### config.mk
export PLATFORM = sky130hd
export DESIGN_NAME = hex7seg
export DESIGN_NICKNAME = d
export VERILOG_FILES = /design/src/rtl/hex7seg.sv
export SDC_FILE = /design/constraint.sdc
export NUM_CORES = 1
export LEC_CHECK = 0
export ABC_AREA = 1
export CORE_AREA = 10 10 47 49
export DETAILED_ROUTE_END_ITERATION = 16
export DIE_AREA = 0 0 57 59
export PLACE_DENSITY = 0.52
export RECOVER_POWER = 100
export SLEW_MARGIN = 30
export SYNTH_ARGS = -nofsm -noshare
export SYNTH_HDL_FRONTEND = slang
export SYNTH_SLANG_ARGS = --single-unit
### constraint.sdc
create_clock -name vclk -period 2.1
set_input_delay 0.42 -clock vclk [all_inputs]
set_output_delay 0.42 -clock vclk [all_outputs]
set_load 0.03 [all_outputs]
### src/rtl/hex7seg.sv
// Hex digit to active-low 7-segment pattern {dp,g..a}; dp is always off.
module hex7seg (
  input  logic [3:0] value,
  output logic [7:0] seg
);

  always_comb begin
    seg = 8'hFF;
    case (value)
      4'h0: seg = 8'hC0;
      4'h1: seg = 8'hF9;
      4'h2: seg = 8'hA4;
      4'h3: seg = 8'hB0;
      4'h4: seg = 8'h99;
      4'h5: seg = 8'h92;
      4'h6: seg = 8'h82;
      4'h7: seg = 8'hF8;
      4'h8: seg = 8'h80;
      4'h9: seg = 8'h90;
      4'hA: seg = 8'h88;
      4'hB: seg = 8'h83;
      4'hC: seg = 8'hC6;
      4'hD: seg = 8'hA1;
      4'hE: seg = 8'h86;
      4'hF: seg = 8'h8E;
      default: seg = 8'hFF;
    endcase
  end

endmodule

==> metrics.txt, run 1 <==
Max VDD drop=just under 0.1 mV; sequential-to-total area share from yosys stat=0; drt pass-1 iters=3; Core Util, Final=0.291; grt ovf=0; Int Power=about 0.036 mW; # DRC=0; Worst Path Max Fanout=8; RePlAce Congestion=0.795; core area=1400 µm²; crit path kind=in -> out; row count=14; antenna cell count=0; Die X-Extent=between 50 and 60 µm; Area contributors post-synth=ha_1 31%, nand2_1 26%, nand3_1 18%, inv_1 7.9%, buf_6 3.9%; status=complete, no violations; Mapped Cells=51; met2 Use GR=0.0667; met1 Usage GRT=0.0542; Worst EP arrival=approximately 1.6 ns; starting density of the core=0.204; Multi-input gate area=~240 µm²; Vias=~320; initial antenna violation count=0; largest net degree at the start of global routing=10; post-DR vias/cell=about 4.1; Yosys top cell by area=ha_1; power density over cell area=between 200 and 250 nW/µm²; Synth top area share=0.307; overall routed net length=about 700 µm; seq_cells=0; switching part of the total=0.633; Hold Violations, Final=0; Worst Path Required=between 1.5 and 2 ns; Mapped Nets=62; Cell Area, Synth=285 µm²; final number of max-transition violations=0; clkbuf count=0; die area=between 3000 and 4000 µm²; Synth-to-Final Area Change=43.0%; CP endpoint kind=output pin; Critical path origin=value[2]; Syn Area/Cell=5.59 µm²; Hold Path Class=in -> out; Psw=0.0620 mW; Placed Cells=79; Die H=59 µm; post-DR wirelength/cell=8.81 µm; worst hold margin=1.38 ns; number of setup violations in the final report=0; Register Area=0 µm²; max frequency=0.508 GHz; first-pass GRT wire length=between 1000 and 1500 µm; unrepaired setup endpoints after global routing=no; Fill cells=182; input/output buffers=11; number of global-route vias before repair=298; Worst setup SP type=primary input; GR peak layer=met2; met3 Use GR=0.00429; clock power share=0; post-synth cell types=12; Sequential Power Share=0; fin crit period=about 2 ns; gr usage total=0.0392; Comb power frac=1.000; Post-CTS Setup Bufs=0; Synth Warn #=0; CP Capture Point=seg[6]; fin nets=76; DR iter-0 viols=2; Top Ports=12; # Max-Cap Violations=0; dominant cell by count in the synthesized netlist=nand2_1; top post-synthesis cells by count=20 x nand2_1, 10 x nand3_1, 7 x ha_1; non-filler cells, final=slightly below 80; HPWL after DPL=about 620 µm; Antenna Violating Nets Remaining=0; Tcrit/Tclk final=0.936; layout cell share with drive strength beyond 1=0.270; P_leak=0.250 nW
[worst max-delay path, stage by stage]
cell and delay (ns):
clkdlybuf4s50_1 0.49, buf_4 0.21, o21ai_2 0.12, nand2_1 0.06, nand2_1 0.05, clkbuf_2 0.20
[cell usage in the layout, fill, tap and decap left out, drive strengths merged]
| cell | count |
|---|---|
| buf | 8 |
| dlygate4sd2 | 1 |
| conb | 1 |
| ha | 7 |
| clkdlybuf4s50 | 2 |
| nand2 | 20 |
| clkbuf | 3 |
| o21ai | 3 |
| nand3 | 10 |
| dlymetal6s2s | 1 |
| inv | 7 |
[metrics by stage]
stage	area, µm²	setup TNS [ns]	power [mW]	setup slack, ns
after floorplan	285	0	0.0641	0.255
after global placement	404	-0.205	0.101	-0.0855
after detailed placement	404	-0.162	0.101	-0.0822
after CTS	403	0	0.101	0.0204
after global routing	408	0	0.110	0.0251
final	408	0	0.0980	0.133
[cell families (layout without fill, tap and decap cells)]
family,count (synthesis),count (layout),share of synthesized area
compound gates,3,3,0.0658
fa+ha+maj,7,7,0.307
buf+inv,10,22,0.175
other cells,1,1,0.0131
simple gates,30,30,0.439
[timing repair]
action | CTS | global route
hold buffers | 0 | 0
gates resized for setup | 2 | 7
setup endpoints to repair | 5 | 6
endpoints found under the hold margin | 0 | 0
[power by group through the flow]
stage          clock network [mW]  registers, mW  logic (mW)
2_1_floorplan                   0              0      0.0641
3_3_place_gp                    0              0       0.101
3_5_place_dp                    0              0       0.101
4_1_cts                         0              0       0.101
5_1_grt                         0              0       0.110
6_report                        0              0      0.0980
[how the worst min path moves through the flow]
stage | startpoint | endpoint | slack [ns] | depth (start not counted)
3_3_place_gp | value[2] | seg[2] | 1.67 | 4
4_1_cts | value[0] | seg[1] | 1.48 | 5
6_report | value[1] | seg[6] | 1.38 | 6
2_1_floorplan | value[1] | seg[6] | 1.09 | 3
5_1_grt | value[1] | seg[6] | 1.46 | 6
3_5_place_dp | value[2] | seg[2] | 1.68 | 4
[layer usage]
metal  part of all wire  vias up
met3              0.043        0
met2               0.42        8
met4                  0        0
met1               0.54      133
met5                  0        -
li1                   -      181
[cell type report]
| cell class | instances | area share |
|---|---|---|
| repair buffers | 15 | 0.298 |
| inverters | 7 | 0.0644 |
| well taps | 16 | 0.0491 |
| multi-input cells | 41 | 0.589 |
No activity file was read; power rests on OpenSTA's default activity.
==> inputs of run 2 (changes only) <==
- TNS_END_PERCENT: default -> 30
==> run 2 against run 1 <==
Via count is 0.31% lower. Highest routed layer unchanged. Setup slack worse by 0.089 ns. Fmax is 4.3% lower. Sequential share of layout area stayed put. Critical path type unchanged.
==> metrics.txt, run 2 (synthesis gave the netlist of run 1 again) <==
status=complete, no violations; layout cell share with drive strength beyond 1=0.270 (unchanged); fin nets=76 (unchanged); final number of max-transition violations=0 (unchanged); Hold Path Class=in -> out; fin worst setup slack=0.0440 ns (-0.0893 ns); RePlAce Congestion=0.795 (unchanged); Register Area=0 µm² (unchanged); largest net degree at the start of global routing=10 (unchanged); Worst EP arrival=1.64 ns (+0.09 ns); core area=1400 µm² (unchanged); Max VDD drop=0.102 mV (+5.0%); P_leak=0.244 nW (-2.3%); initial antenna violation count=0 (unchanged); hold depth=5 (-1); HP Start=value[0]; seq_cells=0 (unchanged); first-pass GRT wire length=1190 µm (unchanged); antenna cell count=0 (unchanged); post-DR wirelength/cell=8.86 µm (+0.57%); most common cell after layout, fill and taps aside=nand2_1; # Max-Cap Violations=0 (unchanged); Tcrit/Tclk final=0.979 (+0.0425); gr usage total=0.0392 (unchanged); row count=14 (unchanged); most frequent cells in the layout=19 x nand2_1, 10 x nand3_1, 8 x buf_4, 6 x ha_1, 4 x inv_1; Fill cells=176 (-3.3%); overall routed net length=700 µm (+0.57%); crit-path cells=clkdlybuf4s50_1, inv_1, ha_1, nand2_1, nand3_1, nand2_1, buf_6; fin crit period=2.06 ns (+0.0893 ns); Die X-Extent=57 µm (unchanged); Multi-input gate area=240 µm² (unchanged); Worst setup SP type=primary input; unrepaired setup endpoints after global routing=yes; # DRC=0 (unchanged); Hold Violations, Final=0 (unchanged); HPWL after DPL=617 µm (unchanged); worst hold margin=1.46 ns (+0.0783 ns); DR iter-0 viols=2 (unchanged); delay of the slowest cell on the worst path=0.47 ns (-0.02 ns); Setup WS pre-CTS=-0.0822 ns (unchanged); Hold-fix buffers, CTS=0 (unchanged); CP most frequent cell=nand2_1; die area=3360 µm² (unchanged); power density over cell area=249 nW/µm² (+3.6%); drt pass-1 iters=3 (unchanged); Synth-to-Final Area Change=46.9%; Antenna Violating Nets Remaining=0 (unchanged); post-DR vias/cell=4.06 (-0.31%); input/output buffers=11 (unchanged); Top Ports=12 (unchanged); Worst Path Required=1.68 ns (about the same); number of setup violations in the final report=0 (unchanged); starting density of the core=0.204 (unchanged); CP endpoint kind=output pin; Worst Path Max Fanout=4 (-4); crit path kind=in -> out; Vias=321 (-0.31%); CP max stage cell=clkdlybuf4s50_1; Die H=59 µm (unchanged); clkbuf count=0 (unchanged); grt ovf=0 (unchanged); Worst Hold End=seg[1]; number of global-route vias before repair=298 (unchanged); max frequency=0.486 GHz (-4.3%)
==> run 2: changes by cell type in the layout (fill, tap and decap cells not counted) <==
cell,before,now
buf_2,1,0
buf_4,5,8
buf_6,2,3
clkbuf_2,3,0
clkdlybuf4s50_1,2,3
dlymetal6s2s_1,1,0
==> run 2: critical path, delay by kind of cell <==
kind / cells / cell delay (ns)
fa+ha+maj: 1 / 0.30
simple gates: 3 / 0.22
buf+inv: 3 / 0.69
==> run 2: area by class of cell <==
| cell class | count | area share |
|---|---|---|
| Multi-Input combinational cell | 41 | 0.573 |
| Tap cell | 16 | 0.0478 |
| Timing Repair Buffer | 15 | 0.316 |
| Inverter | 7 | 0.0627 |
==> run 2: per-layer routing <==
layer | share of wire | global-route usage
met5 | 0 | 0
met3 | 0.044 | 0.00429
met4 | 0 | 0
met1 | 0.54 | 0.0542
met2 | 0.42 | 0.0667
==> run 2: how the worst max path moves through the flow <==
stage / start / depth (start not counted) / slack (ns) / to
floorplan: value[0] / 4 / 0.26 / seg[2]
global placement: value[0] / 7 / -0.09 / seg[3]
detailed placement: value[0] / 7 / -0.08 / seg[3]
CTS: value[1] / 7 / 0.02 / seg[3]
global route: value[1] / 7 / -0.02 / seg[3]
finish: value[1] / 7 / 0.04 / seg[3]
==> run 2: report_power, final <==
group,switching [mW],internal [mW],total [mW]
Clock,0,0,0
Combinational,0.0627,0.0417,0.104
Sequential,0,0,0
Total,0.0627,0.0417,0.104
==> run 2: metrics by stage <==
step           power (mW)  setup TNS [ns]  utilization  cell area (µm²)  cells
2_1_floorplan      0.0641               0            -              285     51
3_3_place_gp        0.101          -0.205        0.288              404     79
3_5_place_dp        0.101          -0.162        0.288              404     79
4_1_cts             0.101               0        0.288              403     79
5_1_grt             0.116         -0.0442        0.299              419     79
6_report            0.104               0        0.299              419     79
==> run 2: what timing repair did <==
| item | in CTS | in global routing |
|---|---|---|
| endpoints found under the setup margin | 5 | 6 |
| gates resized for setup | 2 | 6 |
| buffers inserted | 0 | 0 |
